## src/rtl/lzd.sv

```systemverilog
// Lowest-index detector: one-hot of the first set bit (or first clear bit when
// DETECT_ZERO=1), scanning from bit 0 upward. All-zero result when none found.
module lzd #(
  parameter int W           = 16,
  parameter bit DETECT_ZERO = 1'b0
) (
  input  logic [W-1:0] vec,
  output logic [W-1:0] onehot
);

  logic [W-1:0] x;

  assign x      = DETECT_ZERO ? ~vec : vec;
  // Two's-complement isolate-lowest-set-bit trick.
  assign onehot = x & (~x + W'(1));

endmodule

```

## src/rtl/onehot_enc.sv

```systemverilog
// One-hot to binary encoder; all-zero input encodes to 0. Shared by lzd consumers.
module onehot_enc #(
  parameter  int W   = 16,
  localparam int IDW = $clog2(W)
) (
  input  logic [W-1:0]   onehot,
  output logic [IDW-1:0] id
);

  always_comb begin
    id = '0;
    for (int k = 0; k < W; k++)
      if (onehot[k]) id = id | IDW'(k);
  end

endmodule

```

## src/rtl/slot_alloc.sv

```systemverilog
// Free-slot allocator: grants the lowest-index free slot via valid/ready and
// takes slots back on a free port, flagging double/out-of-range frees.
module slot_alloc #(
  parameter  int N   = 16,
  localparam int IDW = $clog2(N)
) (
  input  logic           clk,
  input  logic           rst,
  input  logic           i_alloc_vld,
  output logic           o_alloc_rdy,
  output logic [IDW-1:0] o_alloc_id,
  input  logic           i_free_vld,
  input  logic [IDW-1:0] i_free_id,
  output logic [N-1:0]   o_busy,
  output logic [IDW:0]   o_cnt,
  output logic           o_empty,
  output logic           o_full,
  output logic           o_err
);

  localparam int PADW = 2 ** IDW;
  localparam int CNTW = IDW + 1;

  logic [N-1:0]    busy, busy_nxt;
  logic [IDW:0]    cnt, cnt_nxt;
  logic            full, full_nxt;
  logic            err, err_nxt;

  logic [N-1:0]    first_free;
  logic [PADW-1:0] busy_ext;
  logic [PADW-1:0] free_dec;
  logic [N-1:0]    free_mask;
  logic            alloc_fire, free_fire, free_bad;

  lzd #(.W(N), .DETECT_ZERO(1'b1)) u_lzd (
    .vec    (busy),
    .onehot (first_free)
  );

  onehot_enc #(.W(N)) u_enc (
    .onehot (first_free),
    .id     (o_alloc_id)
  );

  // Zero-padding to a power of two makes out-of-range IDs read as "not busy",
  // so range and double-free checks collapse into a single lookup.
  always_comb begin
    busy_ext         = '0;
    busy_ext[N-1:0]  = busy;
  end

  assign free_dec   = PADW'(1) << i_free_id;
  assign free_mask  = free_dec[N-1:0];

  assign alloc_fire = i_alloc_vld && !full;
  assign free_fire  = i_free_vld && busy_ext[i_free_id];
  assign free_bad   = i_free_vld && !busy_ext[i_free_id];

  always_comb begin
    busy_nxt = busy;
    cnt_nxt  = cnt;
    err_nxt  = err;
    if (alloc_fire) busy_nxt = busy_nxt | first_free;
    if (free_fire)  busy_nxt = busy_nxt & ~free_mask;
    case ({alloc_fire, free_fire})
      2'b10:   cnt_nxt = cnt + CNTW'(1);
      2'b01:   cnt_nxt = cnt - CNTW'(1);
      default: cnt_nxt = cnt;
    endcase
    full_nxt = (cnt_nxt == CNTW'(N));
    if (free_bad) err_nxt = 1'b1;
  end

  always_ff @(posedge clk) begin
    if (rst) begin
      busy <= '0;
      cnt  <= '0;
      full <= 1'b0;
      err  <= 1'b0;
    end else begin
      busy <= busy_nxt;
      cnt  <= cnt_nxt;
      full <= full_nxt;
      err  <= err_nxt;
    end
  end

  assign o_alloc_rdy = !full;
  assign o_busy      = busy;
  assign o_cnt       = cnt;
  assign o_empty     = (cnt == '0);
  assign o_full      = full;
  assign o_err       = err;

endmodule

```

## config.mk

```make
export PLATFORM = sky130hd
export DESIGN_NAME = slot_alloc
export DESIGN_NICKNAME = d
export VERILOG_FILES = /design/src/rtl/lzd.sv /design/src/rtl/onehot_enc.sv /design/src/rtl/slot_alloc.sv
export SDC_FILE = /design/constraint.sdc
export NUM_CORES = 1
export LEC_CHECK = 0
export CORE_UTILIZATION = 37
export CTS_BUF_LIST = sky130_fd_sc_hd__clkbuf_8
export CTS_CLUSTER_SIZE = 25
export DETAILED_ROUTE_END_ITERATION = 10
export HOLD_SLACK_MARGIN = 0.08
export SLEW_MARGIN = 0
export SYNTH_ARGS = -nofsm -noshare
export SYNTH_HDL_FRONTEND = slang
export SYNTH_SLANG_ARGS = --single-unit
export TNS_END_PERCENT = 100
```

## constraint.sdc

```tcl
create_clock -name clk -period 6.5 [get_ports clk]
set_input_delay 1.95 -clock clk [delete_from_list [all_inputs] [get_ports clk]]
set_output_delay 1.95 -clock clk [all_outputs]
set_load 0.02 [all_outputs]
```

==> results of run 1 <==
[cell usage in the layout, fill, tap and decap left out, types with 4 or more instances in the layout]
cell / Yosys / final
sky130_fd_sc_hd__nor2b_1: 6 / 6
sky130_fd_sc_hd__nor2_1: 19 / 19
sky130_fd_sc_hd__a31oi_1: 8 / 8
sky130_fd_sc_hd__a311oi_1: 16 / 16
sky130_fd_sc_hd__o21ai_0: 5 / 5
sky130_fd_sc_hd__clkdlybuf4s50_1: 0 / 36
sky130_fd_sc_hd__inv_1: 5 / 6
sky130_fd_sc_hd__nand2_1: 11 / 11
sky130_fd_sc_hd__a21oi_1: 10 / 10
sky130_fd_sc_hd__a41oi_1: 4 / 4
sky130_fd_sc_hd__mux2i_1: 4 / 4
sky130_fd_sc_hd__dfxtp_1: 23 / 23
[critical path, delay by kind of cell]
| family | cells | cell delay [ps] |
|---|---|---|
| and+or+nand+nor | 4 | 1010 |
| buffers and inverters | 1 | 660 |
| muxes | 1 | 470 |
| adders and majority gates | 2 | 660 |
| AOI/OAI and AO/OA | 4 | 1040 |
| xor gates and xnor gates | 1 | 200 |
[metrics by stage]
step	worst slack [ps]	total power [mW]
after floorplan	1720	0.204
after global placement	612	0.229
after detailed placement	473	0.230
after CTS	745	0.316
after global routing	468	0.333
final	709	0.314
[metal layers]
metal | part of all wire, % | up-vias | track usage, %
li1 | - | 691 | -
met1 | 46 | 668 | 26.3
met2 | 46 | 60 | 30.9
met3 | 6.1 | 9 | 2.50
met4 | 2.2 | 0 | 8.24
met5 | 0 | - | 0
[registers in the layout, indices dropped and copies added, names as in the netlist]
register and cells:
o_busy 16, o_full 1, o_cnt 5, o_err 1
[final cells by class]
| cell class | instances | area share [%] |
|---|---|---|
| Clock buffer | 3 | 2.26 |
| Sequential cell | 23 | 25.3 |
| Inverter | 5 | 1.03 |
| Tap cell | 48 | 3.29 |
| Timing Repair Buffer | 36 | 19.8 |
| Clock inverter | 1 | 0.206 |
| Multi-Input combinational cell | 125 | 48.2 |
[kinds of logic after synthesis]
| logic type | Yosys count |
|---|---|
| adders and majority gates | 3 |
| AOI/OAI and AO/OA | 57 |
| muxes | 6 |
| and+or+nand+nor | 54 |
| DFF | 23 |
| xor gates and xnor gates | 5 |
| buffers and inverters | 16 |
[Yosys cell counts (2+ instances only)]
cell type	count	area share (%)
sky130_fd_sc_hd__nand2b_1	2	0.88
sky130_fd_sc_hd__a31oi_1	8	3.5
sky130_fd_sc_hd__dfxtp_1	23	32
sky130_fd_sc_hd__xnor2_1	2	1.2
sky130_fd_sc_hd__a21oi_1	10	3.5
sky130_fd_sc_hd__and2_1	3	1.3
sky130_fd_sc_hd__a311oi_1	16	9.9
sky130_fd_sc_hd__inv_1	5	1.3
sky130_fd_sc_hd__buf_2	2	0.71
sky130_fd_sc_hd__ha_1	3	2.6
sky130_fd_sc_hd__xor2_1	3	1.9
sky130_fd_sc_hd__mux2i_1	4	2.8
sky130_fd_sc_hd__o21ai_0	5	1.8
sky130_fd_sc_hd__a41oi_1	4	2.5
sky130_fd_sc_hd__a211oi_1	2	1.1
sky130_fd_sc_hd__buf_6	2	1.6
sky130_fd_sc_hd__nor2_1	19	5.0
sky130_fd_sc_hd__and4_1	2	1.2
sky130_fd_sc_hd__nand3_1	3	1.1
sky130_fd_sc_hd__nand2_1	11	2.9
sky130_fd_sc_hd__clkbuf_1	5	1.3
sky130_fd_sc_hd__nor2b_1	6	2.6
sky130_fd_sc_hd__clkbuf_2	2	0.71
sky130_fd_sc_hd__a21boi_0	2	1.1
sky130_fd_sc_hd__nor3_1	2	0.71
[worst min path at each step]
stage / startpoint / to / cells past startpoint
floorplan: o_cnt[4] / o_cnt[4] / 2
global placement: o_err / o_err / 2
detailed placement: o_err / o_err / 2
CTS: o_err / o_err / 2
global route: o_err / o_err / 2
finish: o_cnt[4] / o_cnt[4] / 2
[power groups by stage]
stage	clock (mW)	combinational (mW)	sequential, mW
floorplan	0	0.0456	0.158
global placement	0	0.0717	0.157
detailed placement	0	0.0722	0.157
CTS	0.0890	0.0728	0.154
global route	0.0987	0.0789	0.156
finish	0.0876	0.0724	0.154
==> results by stage, run 1 <==
Synthesis:
- The share of the Yosys chip area taken by registers is 32.5%.
- The number of different library cells used by synthesis comes to 43.
- The fraction of synthesized cell area in xor and xnor cells is 3.09%.
- Multiplexer cells account for 6.26% of the synthesized area.
- The total number of yosys warnings is 0.
- The most used flip-flop cell after synthesis is sky130_fd_sc_hd__dfxtp_1.
- The largest family of logic cells by synthesized area is compound AO/OA/AOI/OAI gates.
- In this run the cell area of the synthesized design comes to 1420 um^2.
- The synthesized area divided by synthesized cell count is 8.65 um^2.
- Of the total synthesized cell area, the portion taken by AND, OR, NAND and NOR gates is 20.0%.
- Counting flops with a built-in enable in the synthesized netlist gives 0.
- The arithmetic-cell share of the synthesized area counting full adders, half adders and majority gates is 2.65%.
- Synthesis produced a netlist whose cell count is 164.
- The post-synthesis sequential element count is 23.
- Summing the areas of all compound-gate instances in the mapped netlist gives 29.9% of the synthesized area.
- The post-synthesis net count is 175.
- Counting flops with an async set or reset pin after synthesis yields a share of 0%.

Setup path:
- The critical register-to-register path endpoint is o_full.
- The critical path's largest stage delay is 660 ps.
- The worst setup path is launched from a primary input.
- The cell repeated most along the worst path is sky130_fd_sc_hd__ha_1.
- The type of destination of the critical path is a flip-flop.
- The type of the worst setup path is in2reg.
- Data arrives at the worst endpoint at 6010 ps.
- The signal on the critical path passes through clkdlybuf4s50_1, mux4_1, a2bb2oi_1, nand3_1, a21boi_2, ha_1, xor2_1, ha_1, a211oi_1, or2_2, or4_1, a21oi_1, and4_1.
- For flop-to-flop paths, the worst setup slack is 2760 ps.
- The critical path's slowest cell is sky130_fd_sc_hd__clkdlybuf4s50_1.
- The startpoint of the most critical setup path is i_free_id[1].
- The required arrival time at the worst endpoint is 6710 ps.
- In this run the critical register-to-register path is launched from o_busy[8].
- Counting cells, the worst reg-to-reg path comes to 12.
- In this run the worst path has a maximum fanout of 18.
- The critical path ends at o_full.

STA:
- Across the routed clock network, the largest skew measured is 0.725 ps.
- The max-slew violation total from the final report is 0.
- For the finished layout, the period the worst path requires is 5790 ps.
- For the pin with the worst max-slew slack, the measured transition is 812 ps.
- The highest clock frequency the design can meet is 173 MHz.
- The worst hold-check slack is 526 ps.
- Setup repair after global routing left no endpoint under its margin.
- The tightest slew margin relative to the limit is 45.7%.
- The final critical path takes up 89.1% of the cycle.
- The setup-violating endpoint count in the final report is 0.
- The number of hold violations in the final report is 0.
- Setup total negative slack on the finished layout was measured at 0 ps.

Route:
- The number of optimization iterations in the first detailed-route pass is 4.
- The antenna violation net count after detailed routing is 0.
- The routed design has 3.78 mm of wire.
- After detailed routing, the number of remaining DRC violations is 0.
- The mean routed wirelength per cell is 15.7 um.
- For this block, the via count after detailed routing is 1428.
- The mean number of vias per cell is 5.93.
- The violation count after the first detailed-routing iteration is 91.

Finish:
- Registers take 460 um^2.
- The area used by multi-input combinational logic is 878 um^2.
- The number of inserted diodes is 0.
- The cell area after layout is 1820 um^2.
- In the final design database the tool counted 205 nets.
- The fill cell total of the finished layout is 353.
- For this run, the share of the core covered by cells in the final layout is 49.8%.
- The final non-filler cell total is 241.
- The post-route netlist has 4.66% of its cells at a drive strength greater than 1.
- The area growth from synthesis to layout is 28.5%.

Die:
- Pin placement for this block handled 37 I/O pins.
- The total area inside the core boundary comes to 3660 um^2.
- The initialized floorplan defines 22 standard-cell rows.
- For this configuration, the core starts out at a cell density of 38.8%.
- The die covers 4090 um^2.
- The floorplan die width is 63.9 um.
- The vertical die dimension is 63.9 um.

CTS:
- In this run, post-CTS repair resized a total of 0 instances.
- The post-CTS clock slew at the launch and capture registers of the worst setup and hold paths is 80 ps.
- The TritonCTS buffer count is 3.
- The number of sinks handled by clock tree synthesis is 23.
- TritonCTS built the clock tree.
- CTS built an H-tree with a depth of 1.
- The tree is rooted in a sky130_fd_sc_hd__clkbuf_8.
- The clock reaches the later pin of the worst-skew pair after 270 ps.
- In this run, post-CTS hold repair placed 0 buffers.
- The number of buffers inserted by post-CTS setup repair is 0.
- In this run the deepest clock path goes through 2 buffers.

Pwr:
- The share of total power in the clock network is 27.9%.
- The net switching power of the design is 0.0929 mW.
- Dividing total power by cell area gives a power density of 172 nW/um^2.
- The portion of total power attributed to sequential cells is 49.1%.
- The standby leakage power is 0.600 nW.
- The internal power of the cells is 0.221 mW.
- The switching power share of the total is 29.6%.
- The portion of total power attributed to combinational logic is 23.0%.
- The peak supply drop is 0.0866 mV.

Global route:
- The number of antenna violations at the first check in global routing came to 0.
- Global routing used 19.5% of the available tracks.
- The total overflow reported by the global router is 0.
- The number of global-route vias before repair is 1336.
- The first global-routing pass estimated 6.31 mm of wire.
- Entering global routing, the biggest net connects 23 pins.

Placement:
- The count of buffers inserted at the top-level ports is 36.
- Including well taps, the total number of placed cells is 237.
- The post-place instance area is 1780 um^2.
- The wire-length estimate of the detail-placed layout is 2.76 mm.
- The last weighted congestion value of the routability-driven placer is 0.785.

Run status:
- The flow ran to the end, and the final reports show no timing, DRC or antenna violations.

Flow run:
- The count of maximum capacitance violations is 0.

Worst hold path:
- The worst hold path class is reg2reg.
Note: power is estimated with default switching activity, not from simulation.
==> run 2, diff against run 1 <==
Settings changed: SLEW_MARGIN 0 to 20, SYNTH_HIERARCHICAL set to 1.
==> run 2 against run 1 <==
Against the previous run: cell count grew 5.8%; critical endpoint unchanged; final area rose by 4.3%; clock-buffer cell count unchanged; fmax increased by 7.0%.
==> results by stage, run 2 <==
Global route:
- The number of antenna violations at the first check in global routing came to 0.
- The first global-routing pass estimated 6.67 mm of wire.
- Entering global routing, the biggest net connects 24 pins.
- The number of global-route vias before repair was 1349.
- The global-route usage over all layers is 20.4%.
- The total overflow reported by the global router is 0.

Finish:
- The area growth from synthesis to layout is 28.5%.
- The final net count is 219.
- With fillers left out, the area of the finished cells amounts to 1900 um^2.
- The top cell types in the final layout, fill and taps aside, are sky130_fd_sc_hd__clkdlybuf4s50_1 (36), sky130_fd_sc_hd__dfxtp_1 (23), sky130_fd_sc_hd__a21oi_1 (19), sky130_fd_sc_hd__nor2_1 (16), sky130_fd_sc_hd__nor4_1 (14).
- 0 antenna diodes ended up in the layout.
- The flip-flop count of the largest register after layout is 16.
- Cells with a size suffix above 1 make up 8.21% of the layout.
- The final non-filler cell total is 255.
- The most common library cell in the layout ignoring fill and taps is sky130_fd_sc_hd__clkdlybuf4s50_1.

Synthesis:
- Sorting the synthesized cells by how often they occur yields sky130_fd_sc_hd__dfxtp_1 (23), sky130_fd_sc_hd__a21oi_1 (19), sky130_fd_sc_hd__nor2_1 (16).
- Sorting the synthesized cells by area gives the leading types as sky130_fd_sc_hd__dfxtp_1 (31%), sky130_fd_sc_hd__a211oi_1 (6.6%), sky130_fd_sc_hd__a21oi_1 (6.4%).
- The most used standard cell by instance count after synthesis is sky130_fd_sc_hd__dfxtp_1.
- The fraction of registers with async set/reset is 0%.
- The post-synthesis instance total is 176.
- After synthesis, the mean cell area works out to 8.40 um^2.
- During synthesis, Yosys emitted a total of 6 warnings.
- The biggest area contributor in the post-synthesis netlist is sky130_fd_sc_hd__dfxtp_1.
- The number of flops mapped to enable cells by yosys is 0.
- After synthesis the netlist holds a flip-flop and latch count of 23.
- The top cell type's share of synthesized area is 31.1%.
- The post-synthesis net count is 187.
- For this run, the leading register cell type out of synthesis is sky130_fd_sc_hd__dfxtp_1.
- The sequential share of the synthesized area is 31.1%.
- The post-synthesis cell area is 1480 um^2.
- The number of library cell types mapped by synthesis is 42.

CTS:
- CTS placed an instance of sky130_fd_sc_hd__clkbuf_8 at the clock tree root.
- After clock tree synthesis, the repair step resized 0 gates.
- The TritonCTS buffer count is 3.
- The count of H-tree levels built during CTS is 1.
- The number of sinks handled by clock tree synthesis is 23.
- The clock tree from TritonCTS is done.
- The clock latency reported for the late side of the worst-skew pair is 270 ps.
- After clock tree synthesis, the setup repair step added 0 buffers.
- The cts-stage hold buffer count is 0.
- The post-CTS clock slew at the launch and capture registers of the worst setup and hold paths is 100 ps.
- The number of buffers on the longest clock path is 2.

STA:
- The number of hold violations in the final report was 0.
- The tightest slew margin relative to the limit is 41.6%.
- Setup repair after global routing left no endpoint under its margin.
- The clock period minus final worst setup slack is 5410 ps.
- The worst hold-check slack is 511 ps.
- The setup-violating endpoint count in the final report is 0.
- The total negative slack for setup checks is 0 ps.
- For this run, the top clock speed supported by timing is 185 MHz.
- The max-slew violation total from the final report is 0.
- In the finished design, the share of the clock period the worst path needs comes to 83.3%.
- The slew at the pin closest to its max-slew limit is 873 ps.
- Between clock sinks in the finished design, the worst skew comes to 8.40 ps.

Die:
- The vertical die dimension is 65.2 um.
- The floorplan step defined a die boundary enclosing 4250 um^2.
- The initial standard-cell utilization of the core is 39.5%.
- The die is 65.2 um wide.
- The core box area is 3740 um^2.
- The initialized floorplan defines 22 standard-cell rows.
- 37 I/O pins were placed.

Setup path:
- The critical path launch point type is a primary input.
- The data arrival time of the worst path is 5590 ps.
- The type of destination of the critical path is a flip-flop.
- The worst register-to-register path has a setup slack of 3100 ps.
- Data on the critical path is required at its endpoint by 6680 ps.
- By startpoint and endpoint, the worst setup path is classified as in2reg.
- The largest fanout on the critical path is 8.

Pwr:
- In this run the power density over the cells is 175 nW/um^2.
- The switching power share of the total is 31.8%.
- The peak supply drop is 0.114 mV.
- Internal power comes to 0.226 mW.
- The analysis attributes to net switching a power of 0.106 mW.
- The portion of total power attributed to sequential cells is 46.7%.
- The share of total power in the clock network is 28.8%.
- Summed over all cells, the static leakage comes to 0.676 nW.
- Per report_power, the combinational group accounts for 24.5% of the total.

Flow run:
- The tool flagged a number of max-cap violations equal to 0.

Run status:
- The flow ran to the end, and the final reports show no timing, DRC or antenna violations.

Placement:
- Summing all placed instances gives a cell area of 1850 um^2.
- The number of placed instances, taps included is 251.
- The count of buffers added on input and output ports is 36.
- The last weighted congestion value of the routability-driven placer is 0.833.
- The HPWL after detailed placement is 3.02 mm.

Route:
- The total wirelength of the detailed-routed design is 4.08 mm.
- Once detail routing completed, the nets flagged for antenna violations numbered 0.
- Dividing the detail-routed via count by the number of cells gives 5.85.
- In the final routed layout, each cell accounts on average for 16.0 um.
- The pre-antenna-repair detailed-routing pass consisted of 4 iterations.
- For this block, the initial DRC count from the detailed router was 111.
- The detailed-route DRC error count is 0.
- The detailed-route via count is 1491.

Worst hold path:
- The worst hold path class is reg2reg.
run 2: critical path, cell delays in order:
cell	delay [ps]
sky130_fd_sc_hd__clkdlybuf4s50_1	660
sky130_fd_sc_hd__mux4_2	550
sky130_fd_sc_hd__o21ai_1	320
sky130_fd_sc_hd__nand2_1	150
sky130_fd_sc_hd__and2_1	190
sky130_fd_sc_hd__ha_1	260
sky130_fd_sc_hd__xor2_1	190
sky130_fd_sc_hd__ha_1	230
sky130_fd_sc_hd__nor2b_1	170
sky130_fd_sc_hd__a2111oi_4	360
sky130_fd_sc_hd__a41oi_2	70
sky130_fd_sc_hd__mux2_4	320
sky130_fd_sc_hd__and4b_1	160
run 2: layout make-up:
cell class / count / area (um^2)
clock buffer: 3 / 41.3
tap: 48 / 60.1
inverter: 8 / 30.0
clock inverter: 1 / 7.51
multi-input combinational: 135 / 933
fill: 374 / 1840
timing repair buffer: 37 / 368
sequential: 23 / 460
run 2: logic make-up after synthesis:
kind of cell    synth area share, %
compound gates                 20.8
flops                          31.1
mux                            7.44
fa+ha+maj                      2.54
simple gates                   29.4
buf+inv                        5.75
xor+xnor                       2.96
run 2: power groups by stage:
stage / registers [mW] / logic (mW) / clock network, mW
CTS: 0.155 / 0.0809 / 0.0975
global placement: 0.158 / 0.0799 / 0
floorplan: 0.161 / 0.0493 / 0
finish: 0.155 / 0.0813 / 0.0956
detailed placement: 0.158 / 0.0804 / 0
global route: 0.157 / 0.0881 / 0.103
run 2: layer usage:
| metal | track usage [%] | vias to the layer above | wire (um) |
|---|---|---|---|
| met5 | 0 | - | 0 |
| met4 | 8.15 | 0 | 35 |
| met3 | 3.30 | 4 | 368 |
| met2 | 29.1 | 68 | 1810 |
| met1 | 30.0 | 684 | 1870 |
| li1 | - | 735 | - |
run 2: path summary, 6_finish.rpt:
path	depth (start not counted)	from	to
setup / recovery	13	i_free_id[0]	o_full
hold / removal	2	o_err	o_err
setup reg to reg	12	o_busy[5]	o_full
hold reg to reg	2	o_err	o_err
run 2: metrics by stage:
step	total power, mW	util, %	setup slack, ps
after detailed placement	0.239	49.5	863
after global routing	0.347	50.8	911
final	0.332	50.8	1090
after CTS	0.333	50.8	1150
after floorplan	0.210	-	1490
after global placement	0.238	49.5	995
==> run 3, diff against run 2 <==
Settings changed: PLACE_DENSITY set to 0.65.
Clock period 6.5 ns to 4.7 ns, I/O delays scaled along.
==> run 3 against run 2 <==
Against the previous run: die area unchanged; combinational power up 44%; clock skew is 4.9 ps lower; clock-buffer cell count stayed put; routed wire length grew 1.0%; clock power grew 32%; final area up 2.6%; first-iteration DRC count is 55% higher; sequential power rose by 38%; critical path type unchanged.
==> results by stage, run 3 (synthesis gave the netlist of run 2 again) <==
Die:
- The die is 65.2 um wide.
- The die footprint is 4250 um^2.
- After floorplanning, the core was sized to cover 3740 um^2.
- The floorplan row count is 22.
- The number of top-level pins is 37.
- The initial standard-cell utilization of the core is 39.5%.
- The floorplan step set the die height to 65.2 um.

Setup path:
- The data arrival time of the worst path is 4620 ps.
- The worst setup path is launched from a primary input.
- STA puts the critical path data required time at 4870 ps.
- The critical path goes through clkdlybuf4s50_1, mux4_2, o21ai_1, nand2_1, and2_1, ha_1, xor2_1, ha_1, nor2b_1, a2111oi_4, a41oi_2, mux2_4, and4b_1.
- Along the worst path, the maximum fanout reaches 3.
- The largest individual stage delay along the critical path comes from the cell sky130_fd_sc_hd__clkdlybuf4s50_1.
- The cell that appears most often on the critical path is sky130_fd_sc_hd__ha_1.
- The type of the worst setup path is in2reg.
- On the worst path, the slowest cell contributes a delay of 560 ps.
- The type of destination of the critical path is a flip-flop.

Finish:
- The final layout contains 226 nets.
- The most common library cell in the layout ignoring fill and taps is sky130_fd_sc_hd__clkdlybuf4s50_1.
- Leaving out fill and tap cells, the most frequent cells in the layout are sky130_fd_sc_hd__clkdlybuf4s50_1 (36), sky130_fd_sc_hd__dfxtp_1 (23), sky130_fd_sc_hd__a21oi_1 (19), sky130_fd_sc_hd__nor2_1 (16), sky130_fd_sc_hd__nor4_1 (14).
- The flip-flop count of the largest register after layout is 16.
- The post-layout utilization of the core is 52.1%.
- Relative to the synthesized area, the layout overhead comes to 31.9%.
- The number of inserted diodes is 0.
- The share of layout cells above drive strength 1 is 11.2%.

Pwr:
- The standby leakage power is 0.713 nW.
- The peak supply drop is 0.157 mV.
- The total power density per cell area is 234 nW/um^2.

Global route:
- Entering global routing, the biggest net connects 24 pins.
- For this run the aggregate overflow at the end of global routing stands at 0.
- The number of antenna violations at the first check in global routing is 0.
- The first global-routing pass estimated 6.78 mm of wire.
- The number of global-route vias before repair came to 1368.
- For this run, the total global-route usage over all layers was measured as 20.9%.

STA:
- The worst pin sits at a relative slew slack of 38.7%.
- Setup repair after global routing left no endpoint under its margin.
- The max-slew violation total from the final report is 0.
- The final setup skew is 3.52 ps.
- The tightest hold path in the finished design has a slack of 498 ps.
- The post-route clock period utilization is 94.6%.
- Once routing completed, OpenROAD measured the worst setup slack at 253 ps.
- The smallest clock period supported by the final layout is computed as 4450 ps.
- After routing, the total negative slack on setup checks comes to 0 ps.
- The number of hold violations in the final report is 0.
- For the pin with the worst max-slew slack, the measured transition is 917 ps.
- The highest clock frequency the design can meet is 225 MHz.
- Setup violations remaining at the end of the flow were counted as 0.

CTS:
- The number of sinks handled by clock tree synthesis is 23.
- The number of buffers on the longest clock path is 2.
- The TritonCTS buffer count is 3.
- The count of H-tree levels built during CTS is 1.
- The cts-stage hold buffer count is 0.
- The number of setup buffers added after CTS is 0.
- The post-CTS clock slew at the launch and capture registers of the worst setup and hold paths is 90 ps.
- TritonCTS built the clock tree.
- The tree is rooted in a sky130_fd_sc_hd__clkbuf_8.
- Clock latency on the worst-skew pair, taken at its later pin, is 270 ps.
- The quantity of gates resized following cts is 0.

Placement:
- The HPWL after detailed placement is 3.06 mm.
- The count of buffers inserted at the top-level ports is 36.
- The setup slack after placement is -35.6 ps.
- The last weighted congestion value of the routability-driven placer is 0.926.

Route:
- After detailed routing, the average wire length per cell comes to 15.7 um.
- The count of nets left with antenna violations once routing finished came out at 0.
- The first detailed-routing pass ran for 4 iterations.
- The total wirelength of the detailed-routed design is 4.12 mm.
- After detailed routing, the number of remaining DRC violations is 0.
- After detailed routing, the number of vias per cell comes to 5.92.
- The detailed router placed 1551 vias in this run.
- The detailed router finished its first iteration with 172 violations.

Worst hold path:
- The worst hold path class is reg2reg.

Run status:
- The flow ran to the end, and the final reports show no timing, DRC or antenna violations.

Flow run:
- Max-cap violations in this run came to 0.
## run 3: power breakdown
part           internal [mW]  switching, mW  total (mW)
Clock                 0.0593         0.0671       0.126
Sequential             0.202         0.0124       0.214
Combinational         0.0549         0.0616       0.117
## run 3: critical path, delay by kind of cell
kind	cells	cell delay, ps
and+or+nand+nor	4	590
adders and majority gates	2	440
AOI/OAI and AO/OA	3	600
xor gates and xnor gates	1	170
muxes	2	840
buffers and inverters	1	560
## run 3: path summary, 6_finish.rpt
path | start | endpoint | slack (ps) | cells past startpoint
max | i_free_id[0] | o_full | 250 | 13
min | o_err | o_err | 500 | 2
max reg2reg | o_busy[6] | o_full | 1600 | 12
min reg2reg | o_err | o_err | 500 | 2
## run 3: metrics by stage
stage | cell area, um^2 | instances | power [mW]
after floorplan | 1480 | 176 | 0.291
after global placement | 1900 | 258 | 0.333
after detailed placement | 1900 | 258 | 0.335
after CTS | 1950 | 262 | 0.458
after global routing | 1950 | 262 | 0.479
final | 1950 | 262 | 0.457
## run 3: final cells by class
type	count	area [um^2]
clock buffers	3	41.3
clock inverters	1	5.00
fillers	357	1790
inverters	8	30.0
multi-input cells	135	933
flip-flops and latches	23	460
well taps	48	60.1
repair buffers	44	420
## run 3: routing by layer
layer,vias up,track usage [%],wire (um)
li1,744,-,-
met1,735,29.9,1830
met2,67,31.2,1910
met3,5,3.30,334
met4,0,8.15,47
met5,-,0,0
